File: config.mk
export PLATFORM = sky130hd
export DESIGN_NAME = wdt_reset_sequencer
export DESIGN_NICKNAME = d
export VERILOG_FILES = /design/src/rtl/wdt_rst_pkg.sv /design/src/rtl/reset_req_sync.sv /design/src/rtl/wdt_reset_sequencer.sv
export SDC_FILE = /design/constraint.sdc
export NUM_CORES = 1
export LEC_CHECK = 0
export CORE_MARGIN = 10
export CORE_UTILIZATION = 30
export CTS_BUF_LIST = sky130_fd_sc_hd__clkbuf_2 sky130_fd_sc_hd__clkbuf_4 sky130_fd_sc_hd__clkbuf_8
export DETAILED_ROUTE_END_ITERATION = 7
export PLACE_DENSITY_LB_ADDON = 0.12
export SYNTH_ARGS = -nofsm -noshare
export SYNTH_HDL_FRONTEND = slang
export SYNTH_SLANG_ARGS = --single-unit
File: constraint.sdc
create_clock -name clk -period 7.36 [get_ports clk]
set_clock_uncertainty 0.2 [all_clocks]
set_input_delay 1.472 -clock clk [delete_from_list [all_inputs] [get_ports clk]]
set_output_delay 1.472 -clock clk [all_outputs]
set_load 0.01 [all_outputs]
File: src/rtl/wdt_rst_pkg.sv
// Shared types and constants for the watchdog reset sequencer and watchdog timer.
// Latency: n/a (definitions only).
// Backpressure: n/a.
package wdt_rst_pkg;

    localparam int unsigned CLK_FREQ_HZ = 100_000_000;

    typedef enum logic [1:0] {
        ASSERT_ALL,
        REL_PERIPH,
        HOLDOFF,
        IDLE
    } state_t;

    typedef enum logic [1:0] {
        CAUSE_POR = 2'd0,
        CAUSE_WDT = 2'd1,
        CAUSE_EXT = 2'd2
    } cause_t;

endpackage

File: src/rtl/reset_req_sync.sv
// Two-flop synchronizer plus rising-edge detect for an asynchronous request level.
// Latency: pulse is high in the cycle sampled by the 3rd clk edge after the input rises.
// Backpressure: none; a held level yields exactly one single-cycle pulse.
module reset_req_sync (
    input  logic clk,
    input  logic rst_n,
    input  logic req,
    output logic pulse
);

    // [0],[1] synchronize; [2] holds the previous synchronized value for edge detect
    logic [2:0] sync_q;

    always_ff @(posedge clk) begin
        if (!rst_n) begin
            sync_q <= '0;
        end else begin
            sync_q <= {sync_q[1:0], req};
        end
    end

    assign pulse = sync_q[1] & ~sync_q[2];

endmodule

File: src/rtl/wdt_reset_sequencer.sv
// Ordered reset sequencer: stretch, release periph then CPU, hold watchdog off, then arm it.
// Latency: accepted request drives both resets low on the next clk edge; all outputs registered.
// Backpressure: none; requests are accepted at any time and restart the sequence.
module wdt_reset_sequencer
    import wdt_rst_pkg::*;
#(
    parameter int unsigned HOLD_CYCLES    = 1000,
    parameter int unsigned STAGE_GAP      = 100,
    parameter int unsigned HOLDOFF_CYCLES = 100_000_000,
    parameter int unsigned CNT_W          = 32
) (
    input  logic       clk,
    input  logic       rst_n,
    input  logic       wdt_reset_req,
    input  logic       ext_reset_req,
    input  logic       sw_wdt_enable,
    output logic       wdt_start,
    output logic       periph_rst_n,
    output logic       cpu_rst_n,
    output logic       busy,
    output logic [1:0] last_cause,
    output logic [7:0] reset_count
);

    localparam logic [CNT_W-1:0] HOLD_LD    = CNT_W'(HOLD_CYCLES - 1);
    localparam logic [CNT_W-1:0] GAP_LD     = CNT_W'(STAGE_GAP - 1);
    localparam logic [CNT_W-1:0] HOLDOFF_LD = CNT_W'(HOLDOFF_CYCLES - 1);

    state_t           state_q, state_d;
    logic [CNT_W-1:0] cnt_q, cnt_d;
    logic             periph_q, periph_d;
    logic             cpu_q, cpu_d;
    logic             start_q, start_d;
    logic             busy_q, busy_d;
    cause_t           cause_q, cause_d;
    logic [7:0]       count_q, count_d;

    logic ext_pulse;
    logic wdt_accept;
    logic accept;

    reset_req_sync u_ext_sync (
        .clk   (clk),
        .rst_n (rst_n),
        .req   (ext_reset_req),
        .pulse (ext_pulse)
    );

    // The watchdog is only armed in IDLE, so a pulse elsewhere is spurious.
    assign wdt_accept = wdt_reset_req && (state_q == IDLE);
    assign accept     = wdt_accept || ext_pulse;

    always_comb begin
        state_d  = state_q;
        cnt_d    = cnt_q;
        periph_d = periph_q;
        cpu_d    = cpu_q;
        start_d  = 1'b0;
        cause_d  = cause_q;
        count_d  = count_q;

        if (accept) begin
            state_d  = ASSERT_ALL;
            cnt_d    = HOLD_LD;
            periph_d = 1'b0;
            cpu_d    = 1'b0;
            cause_d  = wdt_accept ? CAUSE_WDT : CAUSE_EXT;
            count_d  = (count_q == 8'hFF) ? 8'hFF : count_q + 8'd1;
        end else begin
            unique case (state_q)
                ASSERT_ALL: begin
                    if (cnt_q == '0) begin
                        state_d  = REL_PERIPH;
                        cnt_d    = GAP_LD;
                        periph_d = 1'b1;
                    end else begin
                        cnt_d = cnt_q - CNT_W'(1);
                    end
                end
                REL_PERIPH: begin
                    if (cnt_q == '0) begin
                        state_d = HOLDOFF;
                        cnt_d   = HOLDOFF_LD;
                        cpu_d   = 1'b1;
                    end else begin
                        cnt_d = cnt_q - CNT_W'(1);
                    end
                end
                HOLDOFF: begin
                    // wdt_start stays low on the exit edge; it follows the enable from IDLE onward
                    if (cnt_q == '0) begin
                        state_d = IDLE;
                    end else begin
                        cnt_d = cnt_q - CNT_W'(1);
                    end
                end
                IDLE: begin
                    start_d = sw_wdt_enable;
                end
                default: begin
                    state_d = ASSERT_ALL;
                    cnt_d   = HOLD_LD;
                end
            endcase
        end

        busy_d = (state_d != IDLE);
    end

    always_ff @(posedge clk) begin
        if (!rst_n) begin
            state_q  <= ASSERT_ALL;
            cnt_q    <= HOLD_LD;
            periph_q <= 1'b0;
            cpu_q    <= 1'b0;
            start_q  <= 1'b0;
            busy_q   <= 1'b1;
            cause_q  <= CAUSE_POR;
            count_q  <= 8'd0;
        end else begin
            state_q  <= state_d;
            cnt_q    <= cnt_d;
            periph_q <= periph_d;
            cpu_q    <= cpu_d;
            start_q  <= start_d;
            busy_q   <= busy_d;
            cause_q  <= cause_d;
            count_q  <= count_d;
        end
    end

    assign wdt_start    = start_q;
    assign periph_rst_n = periph_q;
    assign cpu_rst_n    = cpu_q;
    assign busy         = busy_q;
    assign last_cause   = cause_q;
    assign reset_count  = count_q;

endmodule

==> results.tsv, run 1 <==
stage	metric	value	unit
outcome	run status	complete, no violations	
floorplan	full die area	13850	µm²
global_route	GR Overflow Total	0	
drt	drt pass-1 iters	4	
clock_tree	CTS H-Tree Depth	2	
placed_design	dpl hpwl	5.938	mm
drt	Antenna Nets Post-Route	0	
worst_hold_path	min-delay src	u_ext_sync.sync_q[0]	
finish	layout cells sized above 1	6.284	%
synth	Yosys Warn Count	0	
floorplan	Rows	35	
placed_design	pre-CTS setup slack	3.574	ns
finish	synth-to-layout area growth	14.43	%
synth	count of flip-flops with a built-in enable after synthesis	0	
global_route	initial antenna violation count	0	
clock_tree	Hold-fix buffers, CTS	0	
clock_tree	worst-skew pair later-pin latency	0.32	ns
sta	Tightest Pin Transition	1.178	ns
sta	final hold vios	0	
pwr	VDD IR max	0.06926	mV
sta	Max Clk Rate	277.5	MHz
sta	Slew HR	21.15	%
pwr	Switch Pwr	0.1162	mW
pwr	switching part of the total power	22.85	%
pwr	Gate power share	4.5	%
synth	synthesized instance count	355	
clock_tree	Clock Tree Buf Depth	2	
setup_path	family with the most delay on the worst path	compound AO/OA/AOI/OAI gates	
setup_path	CP bufs+invs	2	
sta	Final min period	3.604	ns
pwr	Seq pwr share	55.3	%
sta	crit share post-route	48.96	%
setup_path	r2r startpoint	cnt_q[1]	
synth	Post-Syn Nets	368	
drt	DR vias	2770	
synth	Seq/Total Area, Yosys	35.68	%
drt	detail-routed net length per standard cell	17.24	µm
setup_path	CP cell instances	inv_1 -> ha_1 -> nor4b_2 -> nand3_1 -> o31a_1 -> o21ai_0 -> buf_4 -> a21oi_1	
drt	WL final	8.533	mm
setup_path	Crit-path slowest cell	o21ai_0	
sta	unrepaired setup endpoints after global routing	false	
setup_path	Max stage delay on crit path	0.72	ns
sta	setup TNS	0	ns
clock_tree	TritonCTS clock tree	done	
setup_path	worst reg-to-reg setup slack	3.76	ns
clock_tree	post-cts resize count	0	
finish	# fillers	1012	
clock_tree	setup repair bufs after CTS	0	
sta	post-route worst setup slack	3.756	ns
synth	synth unique cells	50	
clock_tree	Clock transition at path regs	0.10	ns
setup_path	Crit Path Max Fanout	10	
drt	DR iter-0 viols	150	
global_route	largest net degree at the start of global routing	21	
setup_path	critical path endpoint category	flip-flop	
setup_path	CP Launch Type	flip-flop	
sta	Slew Limit Fails	0	
drt	Post-route DRC	0	
sta	hold_ws	0.2421	ns
pwr	P_int	0.3923	mW
synth	mapped cell area	2861	µm²
clock_tree	root buf cell	clkbuf_8	
setup_path	Critical Path Start	cnt_q[1]	
clock_tree	TritonCTS Buffers	5	
placed_design	Post-DP Area	3168	µm²
synth	Post-synth ARST share	0	%
global_route	GRT Total Usage	12.26	%
floorplan	IO Pins	19	
sta	setup violators final	0	
pwr	Leak Pwr	1.113	nW
worst_hold_path	class of the worst hold path	flip-flop to flip-flop	
drt	via-per-instance ratio	5.596	
synth	Avg Inst Size Synth	8.061	µm²
floorplan	Starting Density	30.82	%
setup_path	CP Data Arrival Time	3.60	ns
setup_path	WS Path Type	flip-flop to flip-flop	
floorplan	Core Area	9284	µm²
finish	Final nets	379	
synth	top_reg_cell synth	dfxtp_1	
worst_hold_path	worst hold stages	1	
floorplan	die width	117.7	µm
pwr	Clock power frac	40.2	%
placed_design	port buffer count	18	
finish	Finished Cell Area	3274	µm²
setup_path	Critical Path RT	7.36	ns
setup_path	reg2reg end	cnt_q[29]	
run	max_cap viols	0	
global_route	first-pass GRT wire length	14.30	mm
global_route	vias in the first global route	2714	
finish	diode count	0	
floorplan	Die H	117.7	µm
setup_path	Worst Reg-to-Reg Cells	8	
placed_design	Placer Congestion	0.8007	
worst_hold_path	Worst Hold Path EP	u_ext_sync.sync_q[1]	
clock_tree	clk sink count	51	
pwr	Pwr Density	155.3	nW/µm²
synth	register bit total from synthesis	51	
[worst reg2reg max path, cell delays in order, from the launching register on]
cell and delay, ns:
dfxtp_1 0.34, inv_1 0.08, ha_1 0.23, nor4b_2 0.55, nand3_1 0.57, o31a_1 0.46
o21ai_0 0.72, buf_4 0.28, a21oi_1 0.05
[cell type report]
cell class | count | area [µm²] | share of cell area, %
multi-input combinational | 274 | 1727 | 52.73
timing repair buffer | 23 | 217.7 | 6.649
tap | 129 | 161.4 | 4.929
sequential | 51 | 1021 | 31.18
clock inverter | 1 | 30.03 | 0.9171
clock buffer | 6 | 76.32 | 2.331
inverter | 11 | 41.29 | 1.261
[metrics by stage]
stage | power, mW | utilization, % | instances
CTS | 0.5128 | 35.27 | 495
finish | 0.5085 | 35.27 | 495
floorplan | 0.3006 | - | 355
global route | 0.5298 | 35.27 | 495
detailed placement | 0.3103 | 34.12 | 488
global placement | 0.3107 | 34.12 | 488
[metal layers]
metal  wire, µm  part of all wire (%)  global-route usage, %
met3        457                   5.4                  3.118
met1       4014                    47                  16.22
met4         78                  0.91                  3.478
met5          0                     0                      0
met2       3983                    47                  19.13
[worst max path at each step]
stage / end / slack, ns / cells past startpoint
5_1_grt: cnt_q[28] / 3.41 / 8
4_1_cts: cnt_q[29] / 3.72 / 8
6_report: cnt_q[29] / 3.76 / 8
2_1_floorplan: cnt_q[4] / 4.63 / 5
3_5_place_dp: cnt_q[2] / 3.57 / 5
3_3_place_gp: cnt_q[2] / 3.64 / 5
[power by group through the flow]
stage	logic [mW]	clock network, mW	registers (mW)
3_3_place_gp	0.0231	0	0.288
4_1_cts	0.0228	0.209	0.281
3_5_place_dp	0.0226	0	0.288
5_1_grt	0.0255	0.222	0.282
6_report	0.0227	0.205	0.281
2_1_floorplan	0.0132	0	0.287
[placed cells by master (no fill, tap or decap), types with 5 or more instances in the layout]
cell type        netlist  layout
a21oi_1               22      22
nand4_1               11      11
a31oi_1                5       5
nor4_1                 7       7
a21boi_0               8       8
nor3_1                23      22
o21ai_0               14      14
dfxtp_1               51      51
o211ai_1              11      11
and2_1                 5       5
nand2_1               25      25
clkbuf_8               0       5
o31ai_1               14      14
nand3_1               19      19
inv_1                 11      11
nor2_1                30      30
and4_1                 5       5
or3_1                  5       5
ha_1                   8       8
or4_1                 11      11
buf_4                  0       5
clkdlybuf4s50_1        0      18
[logic make-up (layout without fill, tap and decap cells)]
group	after synthesis	count (layout)	share of synthesized area (%)
AOI/OAI and AO/OA	98	98	23.31
adders and majority gates	8	8	3.498
DFF	51	51	35.68
and+or+nand+nor	162	162	31.53
xor gates and xnor gates	6	6	1.836
buffers and inverters	30	41	4.154
[cells in the mapped netlist (all sizes together) (13+ instances only)]
cell     n  share of area [%]
o31ai   14                3.7
nor3    23                4.0
nand2   25                3.3
or4     13                3.7
dfxtp   51                 36
o21ai   15                2.6
a21oi   22                3.8
clkbuf  14                1.8
nand3   19                3.3
nor2    30                3.9
[registers in the layout, summed over array words and instances, names as in the netlist]
signal	cells
busy	1
cnt_q	32
cpu_rst_n	1
last_cause	2
periph_rst_n	1
reset_count	8
state_q	2
u_ext_sync.sync_q	3
wdt_start	1
Note: power is estimated with default switching activity, not from simulation.
==> inputs of run 2 (changes only) <==
- clock period: 7.36 -> 3.6 ns (I/O delays scaled with it)
==> results.tsv, run 2 (synthesized netlist as in run 1, its figures left out) <==
stage	metric	value	unit
finish	most frequent cells in the layout	dfxtp_1 (51), nor2_1 (30), nand2_1 (25), nor3_1 (22), a21oi_1 (22)	
worst_hold_path	min-delay src	u_ext_sync.sync_q[0]	
setup_path	WS Path Type	flip-flop to flip-flop	
finish	layout cells sized above 1	8.777	%
drt	drt pass-1 iters	4	
drt	Post-route DRC	0	
sta	hold_ws	0.2462	ns
drt	DR iter-0 viols	183	
pwr	Leak Pwr	1.155	nW
floorplan	Starting Density	30.82	%
sta	unrepaired setup endpoints after global routing	false	
setup_path	CP Launch Type	flip-flop	
clock_tree	setup repair bufs after CTS	0	
pwr	Pwr Density	297.4	nW/µm²
placed_design	Placer Congestion	0.8069	
setup_path	r2r startpoint	cnt_q[13]	
clock_tree	clk sink count	51	
sta	final hold vios	0	
drt	WL final	8.354	mm
floorplan	IO Pins	19	
sta	Slew Limit Fails	0	
global_route	GR Overflow Total	0	
drt	via-per-instance ratio	5.576	
floorplan	Core Area	9284	µm²
drt	DR vias	2816	
clock_tree	TritonCTS Buffers	5	
setup_path	Critical Path Start	cnt_q[13]	
clock_tree	Clock transition at path regs	0.12	ns
worst_hold_path	class of the worst hold path	flip-flop to flip-flop	
finish	max FFs per register	32	
floorplan	Rows	35	
sta	setup TNS	0	ns
global_route	GRT Total Usage	12.09	%
clock_tree	post-cts resize count	0	
pwr	total power	0.9907	mW
finish	commonest non-fill, non-tap cell in the layout	dfxtp_1	
setup_path	Critical Path RT	3.62	ns
clock_tree	Hold-fix buffers, CTS	0	
placed_design	dpl hpwl	6.011	mm
setup_path	Crit Path Max Fanout	9	
finish	Finished Cell Area	3331	µm²
sta	Max Clk Rate	352.4	MHz
clock_tree	worst-skew pair later-pin latency	0.32	ns
outcome	run status	complete, no violations	
placed_design	pre-CTS setup slack	0.7742	ns
pwr	VDD IR max	0.1534	mV
sta	crit share post-route	78.82	%
run	max_cap viols	0	
sta	setup violators final	0	
drt	Antenna Nets Post-Route	0	
global_route	initial antenna violation count	0	
clock_tree	root buf cell	clkbuf_8	
sta	Slew HR	50.27	%
finish	synth-to-layout area growth	16.40	%
clock_tree	TritonCTS clock tree	done	
clock_tree	Clock Tree Buf Depth	2	
placed_design	port buffer count	18	
global_route	vias in the first global route	2744	
global_route	largest net degree at the start of global routing	21	
sta	Final min period	2.837	ns
global_route	first-pass GRT wire length	14.22	mm
finish	diode count	0	
floorplan	full die area	13850	µm²
clock_tree	CTS H-Tree Depth	2	
setup_path	CP Data Arrival Time	2.86	ns
floorplan	die width	117.7	µm
finish	Most flops, register	cnt_q	
placed_design	Post-DP Area	3236	µm²
sta	Tightest Pin Transition	0.7409	ns
drt	detail-routed net length per standard cell	16.54	µm
sta	post-route worst setup slack	0.7625	ns
finish	Final nets	388	
floorplan	Die H	117.7	µm
setup_path	critical path endpoint category	flip-flop	
==> run 2: cell count changes in the layout (fill, tap and decap cells not counted), sizes merged <==
| cell | delta |
|---|---|
| clkbuf | -1 |
| bufinv | -1 |
| inv | +3 |
| buf | +9 |
==> run 2: layout make-up <==
class / count / area (µm²)
Clock buffer: 5 / 68.82
Multi-Input combinational cell: 274 / 1727
Clock inverter: 3 / 26.28
Tap cell: 129 / 161.4
Inverter: 11 / 41.29
Timing Repair Buffer: 32 / 285.3
Sequential cell: 51 / 1021
Fill cell: 989 / 5953
==> run 2: power breakdown <==
part / total [mW] / switching, mW / internal, mW
logic: 0.0479 / 0.0266 / 0.0212
registers: 0.575 / 0.00518 / 0.570
clock network: 0.368 / 0.223 / 0.145
total: 0.991 / 0.255 / 0.736
==> run 2: worst max-delay path: stages, from the launching register on <==
cell and delay [ns]:
dfxtp_1 0.38, nor4_2 0.55, nand4_1 0.48, nor4_1 0.53
buf_4 0.22, o211ai_1 0.10, a221oi_1 0.28
==> run 2: metal layers <==
layer / vias up / track usage [%] / share of wire (%)
li1: 1408 / - / -
met1: 1324 / 16.42 / 49
met2: 70 / 18.11 / 44
met3: 14 / 2.686 / 5.1
met4: 0 / 4.560 / 2.0
met5: - / 0 / 0
==> run 2: worst paths after layout <==
| kind | to | slack, ns | cells after the start |
|---|---|---|---|
| worst max-delay path | cnt_q[15] | 0.76 | 6 |
| worst min-delay path | u_ext_sync.sync_q[1] | 0.25 | 1 |
| worst max register to register | cnt_q[15] | 0.76 | 6 |
| worst min register to register | u_ext_sync.sync_q[1] | 0.25 | 1 |
==> run 2: stage by stage <==
| stage | std cells | util (%) |
|---|---|---|
| after global placement | 497 | 34.85 |
| after floorplan | 355 | - |
| after CTS | 505 | 35.88 |
| after global routing | 505 | 35.88 |
| after detailed placement | 497 | 34.85 |
| final | 505 | 35.88 |
==> inputs of run 3 (changes only) <==
- clock period: 3.6 -> 3 ns (I/O delays scaled with it)
==> results.tsv, run 3 (synthesized netlist as in run 1, its figures left out) <==
stage	metric	value	unit
finish	synth-to-layout area growth	19.33	%
worst_hold_path	worst hold stages	1	
finish	most frequent cells in the layout	dfxtp_1 (51), nor2_1 (30), buf_4 (26), nand2_1 (25)	
pwr	Leak Pwr	1.201	nW
setup_path	worst reg-to-reg setup slack	0.33	ns
drt	WL final	8.440	mm
setup_path	Crit Path Max Fanout	19	
setup_path	Max stage delay on crit path	0.52	ns
setup_path	family with the most delay on the worst path	simple AND/OR/NAND/NOR gates	
clock_tree	root buf cell	clkbuf_8	
global_route	largest net degree at the start of global routing	21	
sta	Slew HR	65.40	%
clock_tree	TritonCTS Buffers	5	
floorplan	IO Pins	19	
drt	DR vias	2867	
setup_path	Critical Path RT	3.03	ns
setup_path	Crit-path slowest cell	or4b_1	
worst_hold_path	class of the worst hold path	flip-flop to flip-flop	
floorplan	Die H	117.7	µm
drt	Antenna Nets Post-Route	0	
setup_path	CP Data Arrival Time	2.70	ns
drt	Post-route DRC	0	
setup_path	CP Launch Type	flip-flop	
setup_path	critical path endpoint category	flip-flop	
run	max_cap viols	0	
setup_path	Worst Reg-to-Reg Cells	8	
global_route	vias in the first global route	2740	
clock_tree	Clock Tree Buf Depth	2	
setup_path	reg2reg end	cnt_q[15]	
setup_path	WS Path Type	flip-flop to flip-flop	
global_route	first-pass GRT wire length	14.22	mm
sta	setup TNS	0	ns
drt	DR iter-0 viols	165	
placed_design	Post-DP Area	3326	µm²
clock_tree	post-cts resize count	0	
clock_tree	Hold-fix buffers, CTS	0	
sta	Final min period	2.674	ns
setup_path	CP bufs+invs	2	
setup_path	CP cell instances	inv_1 -> ha_1 -> or4b_1 -> nor4_1 -> and3_1 -> buf_4 -> nor2_1 -> a221oi_1	
clock_tree	clk sink count	51	
floorplan	Starting Density	30.82	%
clock_tree	worst-skew pair later-pin latency	0.32	ns
clock_tree	setup repair bufs after CTS	0	
finish	Final nets	400	
drt	via-per-instance ratio	5.545	
sta	Tightest Pin Transition	0.5143	ns
placed_design	port buffer count	18	
global_route	GR Overflow Total	0	
placed_design	Placer Congestion	0.8782	
pwr	Pwr Density	340.5	nW/µm²
sta	crit share post-route	89.12	%
clock_tree	TritonCTS clock tree	done	
drt	detail-routed net length per standard cell	16.32	µm
worst_hold_path	Worst Hold Path EP	u_ext_sync.sync_q[1]	
drt	drt pass-1 iters	5	
floorplan	full die area	13850	µm²
global_route	initial antenna violation count	0	
sta	Slew Limit Fails	0	
finish	Most flops, register	cnt_q	
floorplan	Core Area	9284	µm²
sta	Max Clk Rate	374.0	MHz
sta	unrepaired setup endpoints after global routing	false	
setup_path	r2r startpoint	cnt_q[0]	
placed_design	dpl hpwl	6.300	mm
clock_tree	Clock transition at path regs	0.10	ns
floorplan	Rows	35	
pwr	VDD IR max	0.1723	mV
finish	layout cells sized above 1	11.60	%
outcome	run status	complete, no violations	
floorplan	die width	117.7	µm
sta	setup violators final	0	
global_route	GRT Total Usage	12.19	%
finish	area of the multi-input gates	1727	µm²
sta	final hold vios	0	
finish	Reg area	1021	µm²
finish	commonest non-fill, non-tap cell in the layout	dfxtp_1	
worst_hold_path	min-delay src	u_ext_sync.sync_q[0]	
finish	max FFs per register	32	
finish	Finished Cell Area	3415	µm²
clock_tree	CTS H-Tree Depth	2	
finish	diode count	0	
finish	# fillers	998	
[run 3: changes by cell type in the layout (fill, tap and decap cells not counted), sizes merged]
cell      previous run  this run
clkinvlp             0         2
inv                 14        11
buf                 14        26
clkinv               0         1
[run 3: per-stage QoR]
stage          power (mW)  hold WS, ns  std cells  utilization, %  worst slack (ns)
6_report            1.163       0.2418        517           36.78            0.3263
5_1_grt             1.219       0.2759        517           36.78           0.06054
4_1_cts             1.182       0.2462        517           36.78            0.3101
3_5_place_dp       0.7663       0.2193        509           35.82            0.3401
3_3_place_gp       0.7667       0.2199        509           35.82            0.4059
2_1_floorplan      0.7375       0.2119        355               -            0.4363
[run 3: layer usage]
| metal | vias to the layer above | share of wire (%) | GRT usage (%) |
|---|---|---|---|
| met5 | - | 0 | 0 |
| met3 | 17 | 5.0 | 2.350 |
| met4 | 0 | 2.2 | 4.405 |
| met1 | 1339 | 48 | 16.65 |
| met2 | 82 | 45 | 18.50 |
| li1 | 1429 | - | - |
[run 3: report_power, final]
group / switching [mW] / leakage [nW] / internal, mW
combinational: 0.0327 / 0.748 / 0.0280
clock: 0.249 / 0.0402 / 0.163
sequential: 0.00609 / 0.412 / 0.684
total: 0.288 / 1.20 / 0.875
[run 3: worst max-delay path by stage]
stage	depth (start not counted)	to	slack (ns)	start
floorplan	10	cnt_q[13]	0.44	cnt_q[0]
global placement	8	cnt_q[21]	0.41	cnt_q[0]
detailed placement	8	cnt_q[15]	0.34	cnt_q[0]
CTS	8	cnt_q[15]	0.31	cnt_q[0]
global route	8	cnt_q[21]	0.06	cnt_q[0]
finish	8	cnt_q[15]	0.33	cnt_q[0]
[run 3: area by class of cell]
| type | count | area share, % |
|---|---|---|
| Multi-Input combinational cell | 274 | 50.57 |
| Clock inverter | 3 | 0.5863 |
| Inverter | 11 | 1.209 |
| Tap cell | 129 | 4.727 |
| Clock buffer | 5 | 2.015 |
| Sequential cell | 51 | 29.90 |
| Timing Repair Buffer | 44 | 10.99 |
[run 3: worst reg2reg max path: stages, from the launching register on]
cell	delay, ns
dfxtp_1	0.35
inv_1	0.08
ha_1	0.21
or4b_1	0.52
nor4_1	0.35
and3_1	0.23
buf_4	0.22
nor2_1	0.15
a221oi_1	0.28
